<file path="src/rtl/cpu_controller.sv">
// Moore control FSM and instruction decoder for the Simple RISC datapath.
// Fetches, decodes the live IRout and drives every datapath control input.
module cpu_controller (
    input  logic        clk,
    input  logic        reset,
    input  logic [15:0] IRout,
    output logic        loadIR,
    output logic        loadPC,
    output logic        msel,
    output logic        mwrite,
    output logic        write,
    output logic [2:0]  writenum,
    output logic [2:0]  readnum,
    output logic [3:0]  vsel,
    output logic        asel,
    output logic        bsel,
    output logic [1:0]  shiftinput,
    output logic [1:0]  ALUop,
    output logic        loada,
    output logic        loadb,
    output logic        loadc,
    output logic        loads,
    output logic [15:0] sximm5,
    output logic [15:0] sximm8,
    output logic        halted
);

    localparam logic [3:0] S_RST   = 4'd0;
    localparam logic [3:0] S_IF1   = 4'd1;
    localparam logic [3:0] S_IF2   = 4'd2;
    localparam logic [3:0] S_UPC   = 4'd3;
    localparam logic [3:0] S_DEC   = 4'd4;
    localparam logic [3:0] S_WIMM  = 4'd5;
    localparam logic [3:0] S_GETA  = 4'd6;
    localparam logic [3:0] S_GETB  = 4'd7;
    localparam logic [3:0] S_ALU   = 4'd8;
    localparam logic [3:0] S_WRC   = 4'd9;
    localparam logic [3:0] S_ADDR  = 4'd10;
    localparam logic [3:0] S_MEMRD = 4'd11;
    localparam logic [3:0] S_WRM   = 4'd12;
    localparam logic [3:0] S_MEMWR = 4'd13;
    localparam logic [3:0] S_HALT  = 4'd14;

    logic [3:0] r_state;
    logic [3:0] w_next;

    logic [2:0] w_opcode;
    logic [1:0] w_op;
    logic [4:0] w_opc;
    logic [2:0] w_rn;
    logic [2:0] w_rd;
    logic [1:0] w_sh;
    logic [2:0] w_rm;
    logic       w_is_str;
    logic       w_is_ldst;
    logic       w_is_cmp;
    logic       w_is_movr;

    assign w_opcode  = IRout[15:13];
    assign w_op      = IRout[12:11];
    assign w_opc     = IRout[15:11];
    assign w_rn      = IRout[10:8];
    assign w_rd      = IRout[7:5];
    assign w_sh      = IRout[4:3];
    assign w_rm      = IRout[2:0];
    assign w_is_str  = (w_opcode == 3'b100);
    assign w_is_ldst = (w_opcode == 3'b011) || w_is_str;
    assign w_is_cmp  = (w_opc == 5'b10101);
    assign w_is_movr = (w_opc == 5'b11000);

    assign sximm5 = {{11{IRout[4]}}, IRout[4:0]};
    assign sximm8 = {{8{IRout[7]}}, IRout[7:0]};

    always_ff @(posedge clk or negedge reset) begin
        if (!reset) r_state <= S_RST;
        else        r_state <= w_next;
    end

    always_comb begin
        w_next = S_RST;
        case (r_state)
            S_RST:   w_next = S_IF1;
            S_IF1:   w_next = S_IF2;
            S_IF2:   w_next = S_UPC;
            S_UPC:   w_next = S_DEC;
            S_DEC: begin
                case (w_opc)
                    5'b11010:                   w_next = S_WIMM;
                    5'b11000, 5'b10111:         w_next = S_GETB;
                    5'b10100, 5'b10101, 5'b10110,
                    5'b01100, 5'b10000:         w_next = S_GETA;
                    default:                    w_next = S_HALT;
                endcase
            end
            S_WIMM:  w_next = S_IF1;
            S_GETA:  w_next = w_is_ldst ? S_ADDR : S_GETB;
            S_GETB:  w_next = w_is_str ? S_MEMWR : S_ALU;
            S_ALU:   w_next = w_is_cmp ? S_IF1 : S_WRC;
            S_WRC:   w_next = S_IF1;
            // STR computes its address first, then fetches the store data into B
            S_ADDR:  w_next = w_is_str ? S_GETB : S_MEMRD;
            S_MEMRD: w_next = S_WRM;
            S_WRM:   w_next = S_IF1;
            S_MEMWR: w_next = S_IF1;
            S_HALT:  w_next = S_HALT;
            default: w_next = S_RST;
        endcase
    end

    always_comb begin
        loadIR     = 1'b0;
        loadPC     = 1'b0;
        msel       = 1'b0;
        mwrite     = 1'b0;
        write      = 1'b0;
        writenum   = 3'd0;
        readnum    = 3'd0;
        vsel       = 4'b0000;
        asel       = 1'b0;
        bsel       = 1'b0;
        shiftinput = 2'b00;
        ALUop      = 2'b00;
        loada      = 1'b0;
        loadb      = 1'b0;
        loadc      = 1'b0;
        loads      = 1'b0;
        halted     = 1'b0;
        case (r_state)
            S_IF2:   loadIR = 1'b1;
            S_UPC:   loadPC = 1'b1;
            S_WIMM: begin
                writenum = w_rn;
                vsel     = 4'b0100;
                write    = 1'b1;
            end
            S_GETA: begin
                readnum = w_rn;
                loada   = 1'b1;
            end
            S_GETB: begin
                readnum = w_is_str ? w_rd : w_rm;
                loadb   = 1'b1;
            end
            S_ALU: begin
                // ALU-class op field maps directly onto ALUop; MOV reg adds B to a zeroed A
                shiftinput = w_sh;
                asel       = w_is_movr;
                ALUop      = w_is_movr ? 2'b00 : w_op;
                loadc      = !w_is_cmp;
                loads      = w_is_cmp;
            end
            S_WRC: begin
                writenum = w_rd;
                vsel     = 4'b0001;
                write    = 1'b1;
            end
            S_ADDR: begin
                bsel  = 1'b1;
                loadc = 1'b1;
            end
            S_MEMRD: msel = 1'b1;
            S_WRM: begin
                msel     = 1'b1;
                writenum = w_rd;
                vsel     = 4'b1000;
                write    = 1'b1;
            end
            S_MEMWR: begin
                msel   = 1'b1;
                mwrite = 1'b1;
            end
            S_HALT:  halted = 1'b1;
            default: ;
        endcase
    end

endmodule
</file>
<file path="config.mk">
export PLATFORM = sky130hd
export DESIGN_NAME = cpu_controller
export DESIGN_NICKNAME = d
export VERILOG_FILES = /design/src/rtl/cpu_controller.sv
export SDC_FILE = /design/constraint.sdc
export NUM_CORES = 1
export LEC_CHECK = 0
export CAP_MARGIN = 20
export CORE_MARGIN = 1
export CORE_UTILIZATION = 32
export CTS_CLUSTER_DIAMETER = 150
export DETAILED_ROUTE_END_ITERATION = 7
export PLACE_DENSITY = 0.81
export SYNTH_ARGS = -nofsm -noshare
export SYNTH_HDL_FRONTEND = slang
export SYNTH_SLANG_ARGS = --single-unit
</file>
<file path="constraint.sdc">
create_clock -name clk -period 1.9 [get_ports clk]
set_input_delay 0.38 -clock clk [delete_from_list [all_inputs] [get_ports clk]]
set_output_delay 0.38 -clock clk [all_outputs]
set_load 0.05 [all_outputs]
</file>
## After elaboration in Yosys (flattened, before gate mapping)

Memory sizes are Yosys's and may differ from the RTL's.
Cells that the tools add are included.

| storage, ports and cells | value |
|---|---|
| register bits | 4 |
| bits in latches | 0 |
| bits in writable memories | 0 |
| memory bits (read-only) | 96 |
| input port bits | 18 |
| memories kept | 1 |

Memory list:

| name | words | width | read ports | clocked after memory_dff | write ports | RTL line | RTL |
|---|---|---|---|---|---|---|---|
| (no name shown) | 32 | 3 | 1 | 0 | 0 | 87 | `case (w_opc)` |

| cells by class | value |
|---|---|
| add/sub/neg operators | 0 |
| multiply operators | 0 |
| div/mod/pow operators | 0 |
| order comparisons | 0 |
| equal/unequal tests | 18 |
| shifts and indexed selects | 0 |
| muxes and demuxes | 24 |
| bitwise gates (word level) | 0 |
| reductions and logical operators | 7 |

Operators by type and width:

| cell | number |
|---|---|
| $pmux W4 S11 | 1 |
| $eq A4 B4 Y1 const B | 7 |
| $eq A4 B3 Y1 const B | 4 |
| $mux W4 | 3 |
| $pmux W3 S2 | 2 |
| $pmux W4 S3 | 1 |
| $mux W1 | 11 |
| $eq A5 B5 Y1 const B | 2 |
| $eq A4 B2 Y1 const B | 2 |
| $mux W2 | 3 |
| $mux W3 | 2 |
| $reduce_or A3 Y1 | 2 |
| $reduce_or A5 Y1 | 1 |
| $eq A4 B1 Y1 const B | 1 |
| $logic_not A4 Y1 | 1 |
| $eq A3 B2 Y1 const B | 1 |
| $eq A3 B3 Y1 const B | 1 |
| $pmux W1 S2 | 1 |
| $reduce_or A2 Y1 | 1 |
| $logic_not A1 Y1 | 1 |
| $logic_or A1 B1 Y1 | 1 |

## Depth between registers and ports, before layout

| depth | value |
|---|---|
| depth after elaboration | 4 |
| depth in mapped cells | 5 |
| gate-level depth less buffers | 4 |

## Least setup slack after synthesis

No wires, ideal clock.

| timing | value |
|---|---|
| kind | register -> output |
| start point | register r_state[3] |
| end point | output port loads |
| arrival | 2264 ps |
| data required time | 1520 ps |
| path slack | -744 ps |
| stages on the path, launching flop included | 5 |
| cells stage by stage | dfrtp_1 clkbuf_1 nand2b_1 nor3_1 nor3b_1 |

| between the ends | value |
|---|---|
| longest elaborated chain between the ends | 2 |

RTL lines:

| item | RTL line | RTL |
|---|---|---|
| start, declared | 44 | `logic [3:0] r_state;` |
| start signal, assigned | 76 | `else r_state <= w_next;` |
| $eq A4 B4 Y1 | 128 | `case (r_state)` |
| $mux W1 | 128 |  |
| end, declared | 22 | `output logic loads,` |

Every way passes these cells.

## Worst setup path in the final report

| timing | value |
|---|---|
| start point | register r_state[2] |
| end point | output port writenum[1] |

| between the ends | value |
|---|---|
| longest elaborated chain between the ends | 3 |

RTL lines:

| item | RTL line | RTL |
|---|---|---|
| $eq A4 B4 Y1 | 128 |  |
| $reduce_or A2 Y1 (no source line) | - |  |
| $pmux W3 S2 (*) | 128 |  |
| end, declared | 12 | `output logic [2:0] writenum,` |

Mark *: on every way between the ends. The rest lies on a longest branch, timed or not.

==> results.py <==
metrics = {
    "synthesis": {
        "synth_top_family_by_area": "buffers and inverters",
        "synth_area_leader_cell": "buf_4",
        "yosys.cell_types.count": 37,
        "synth-xor-area-share": 0.0203,
        "synthAdderAreaFrac": 0,
        "synth_warnings": 0,
        "ys_ff_latch": 4,
        "syn-instance-count": 127,
        "synth_nets": 145,
        "synth.cell_area_sq_um": 863,
        "ys_top_cells_by_area": "buf_4, dfrtp_1, nor2_1",
        "synth-simple-area-share": 0.323,
        "synthMuxAreaShare": 0.0348,
        "postSynthAreaPerCell_sq_um": 6.80,
        "synth_largest_type_area_fraction": 0.287,
        "synth_compound_area_frac": 0.168,
        "ys_seq_area_frac": 0.116,
    },
    "global_routing": {
        "antenna_found_initial": 0,
        "track_usage": 0.300,
        "grt_pass1_vias": 1222,
        "overflow": 0,
        "grt_pass1_wl_microns": 5950,
        "grt_max_degree": 14,
    },
    "critical_path": {
        "critPathMaxFanout": 4,
        "cpPeakStageDelay_ns": 0.45,
        "crit_path_frequent_cell": "nor2_2",
        "worstSetupStartpointType": "register",
        "crit_required_ns": 1.52,
        "critPathArrivalTime_ns": 1.69,
        "critPathBufInv": 2,
        "critical_path_class": "register to output pin",
        "cp-end-kind": "output pin",
        "crit_family": "simple AND/OR/NAND/NOR gates",
        "worst_path_max_delay_cell": "dfrtp_1",
        "worstPathCellList": "nand2_2 > nor2_2 > buf_4 > a22oi_1 > nor2_2 > buf_12",
    },
    "sta": {
        "tns_ns": -1.54,
        "finalHoldViolCount": 0,
        "rsz0062_at_grt": "yes",
        "drv_slew": 0,
        "fin_crit_ns": 2.07,
        "fmax_ghz": 0.483,
        "worst_slack_ns": -0.172,
        "setup_viol": 18,
        "worstMarginPinSlew_ns": 0.559,
        "fin_crit_sh": 1.09,
        "finalClockSkew_ns": 0.00687,
        "max_slew_margin": 0.623,
    },
    "cells_and_area": {
        "top_regs": "r_state: 4 flops",
        "largest_reg_flops": 4,
        "fin_cells": 234,
        "drive_above_1_share": 0.701,
        "syn_to_final_growth_pct": 182,
        "diodes": 0,
        "n_fill_cell": 47,
        "regMostFlops": "r_state",
        "nets": 224,
        "multi_input_area_sq_um": 667,
        "seq_area_sq_um": 104,
    },
    "flow_run": {
        "max_cap_violations": 0,
    },
    "die": {
        "rows": 18,
        "fp.dieH_microns": 53.9,
        "dieArea_sq_mm": 0.00291,
        "start_util": 0.342,
        "io_pins": 76,
        "coreArea_sq_mm": 0.00252,
        "die_w_microns": 53.9,
    },
    "cts": {
        "ctsRootBufferMaster": "clkbuf_4",
        "cts.sinks": 4,
        "ctsLongestPathBuffers": 2,
        "path_clk_slew_ns": 0.04,
        "cts_tree": "done",
        "clock_latency_ns": 0.25,
        "numCtsBuffers": 3,
        "htree_levels": 1,
    },
    "placed_design": {
        "hpwl_microns": 2910,
        "dp.cells": 217,
        "io_buffers": 74,
        "pre_cts_ws_ns": -0.447,
        "place.gp.congestion": 0.867,
    },
    "run_status": {
        "failed_checks": "negative setup slack",
        "status": "finished with violations",
    },
    "pwr": {
        "pwr_density_cell_mw_per_mm2": 1090,
        "power.leakage_nw": 1.07,
        "irDropWorstVdd_uv": 1150,
    },
    "drt": {
        "wl_per_cell_microns": 23.9,
        "totalWireLength_microns": 5600,
        "drt-initial-drc-count": 79,
        "vias": 1426,
        "first_pass_iters": 5,
        "antenna_left": 0,
        "drt_drc_violations_left": 0,
        "vias_per_cell": 6.09,
    },
    "min_path": {
        "hp-class": "input pin to async pin",
    },
}
cell usage after synthesis:
master and instances:
a21oi_1 4, o311ai_0 1, or3b_1 1, nor4b_1 1, clkbuf_1 2, nand3_1 2
or4b_2 1, o21ai_0 8, inv_1 2, nor3_1 6, and4b_1 1, a311o_1 1
conb_1 1, a22oi_1 3, buf_1 1, a31o_2 1, a31oi_1 1, buf_4 33
nor3b_1 2, nand2_1 10, nand2b_1 5, nand4_1 1, buf_6 1, o21a_1 1
nor2_1 14, nand3b_1 1, mux2i_1 3, and3_1 1, o21ai_1 1, nor2b_1 2
dfrtp_1 4, buf_2 2, or4_1 1, o2111ai_1 1, a211oi_1 1, and2_1 4
xnor2_1 2
final cells by class:
class | instances | area share
clock buffers | 3 | 0.00925
inverters | 2 | 0.00308
flip-flops and latches | 4 | 0.0427
multi-input cells | 82 | 0.274
repair buffers | 113 | 0.656
well taps | 30 | 0.0154
worst reg2reg max path: stages, from the launching register on:
cell	delay, ns
dfrtp_1	0.45
buf_6	0.17
buf_6	0.13
buf_4	0.13
o21ai_0	0.11
and3_1	0.22
or4_1	0.52
power by group:
part | switching [mW] | leakage [nW] | total [mW] | internal, mW
clock network | 0.0418 | 0.0138 | 0.113 | 0.0711
logic | 1.29 | 1.01 | 2.30 | 1.01
registers | 0.102 | 0.0463 | 0.233 | 0.131
total | 1.43 | 1.07 | 2.64 | 1.21
cell usage in the layout (no fill, tap or decap), types with 2 or more instances in the layout:
master           netlist  final
and2_1                 4      3
nor2_2                 0      9
o21ai_0                8      4
o21ai_2                0      2
dlygate4sd2_1          0      2
nand2_1               10      7
buf_4                 33     34
nand2_2                0      2
buf_12                 0     56
a21oi_1                4      3
o21ai_4                0      2
nor2_1                14      3
nand3_1                2      2
mux2i_1                3      2
buf_6                  1      6
dfrtp_2                0      3
inv_1                  2      2
nor3_4                 0      2
nand2b_4               0      3
nor2_4                 0      2
a22oi_2                0      2
nor3_1                 6      3
clkbuf_4               0      3
buf_2                  2      3
clkdlybuf4s50_1        0     12
timing repair:
action                                  4_1_cts  5_1_grt
pin swaps                                     6        6
hold buffers                                  0        0
buffers inserted                              6        8
endpoints found under the setup margin       16       24
resized for setup                            36       19
endpoints found under the hold margin         0        0
through the flow:
stage	util	area (sq um)	power, mW	hold slack, ns
finish	0.965	2430	2.64	0.334
global placement	0.856	2160	1.88	0.587
detailed placement	0.856	2160	1.95	0.590
global route	0.965	2430	2.73	0.331
CTS	0.909	2290	2.23	0.337
floorplan	-	916	1.16	0.0844
worst paths after layout:
kind	start	end	slack, ns	cells after the start
max	r_state[2]	writenum[1]	-0.17	6
min	reset	r_state[1]	0.33	1
max reg2reg	r_state[2]	r_state[2]	0.04	6
min reg2reg	r_state[1]	r_state[1]	0.75	2
max in group asynchronous	reset	r_state[0]	1.38	1
min in group clk	IRout[15]	r_state[0]	0.66	3
logic make-up after synthesis:
family                    count (synthesis)
DFF                                       4
other                                     1
and+or+nand+nor                          53
xor gates and xnor gates                  2
muxes                                     3
buffers and inverters                    41
AOI/OAI and AO/OA                        23
per-layer routing:
| metal | global-route usage | vias to the layer above | wire length, microns | part of all wire |
|---|---|---|---|---|
| li1 | - | 562 | - | - |
| met1 | 0.278 | 636 | 1650 | 0.30 |
| met2 | 0.558 | 174 | 2700 | 0.48 |
| met3 | 0.124 | 54 | 799 | 0.14 |
| met4 | 0.145 | 0 | 439 | 0.078 |
| met5 | 0 | - | 0 | 0 |
No activity file was read; power rests on OpenSTA's default activity.
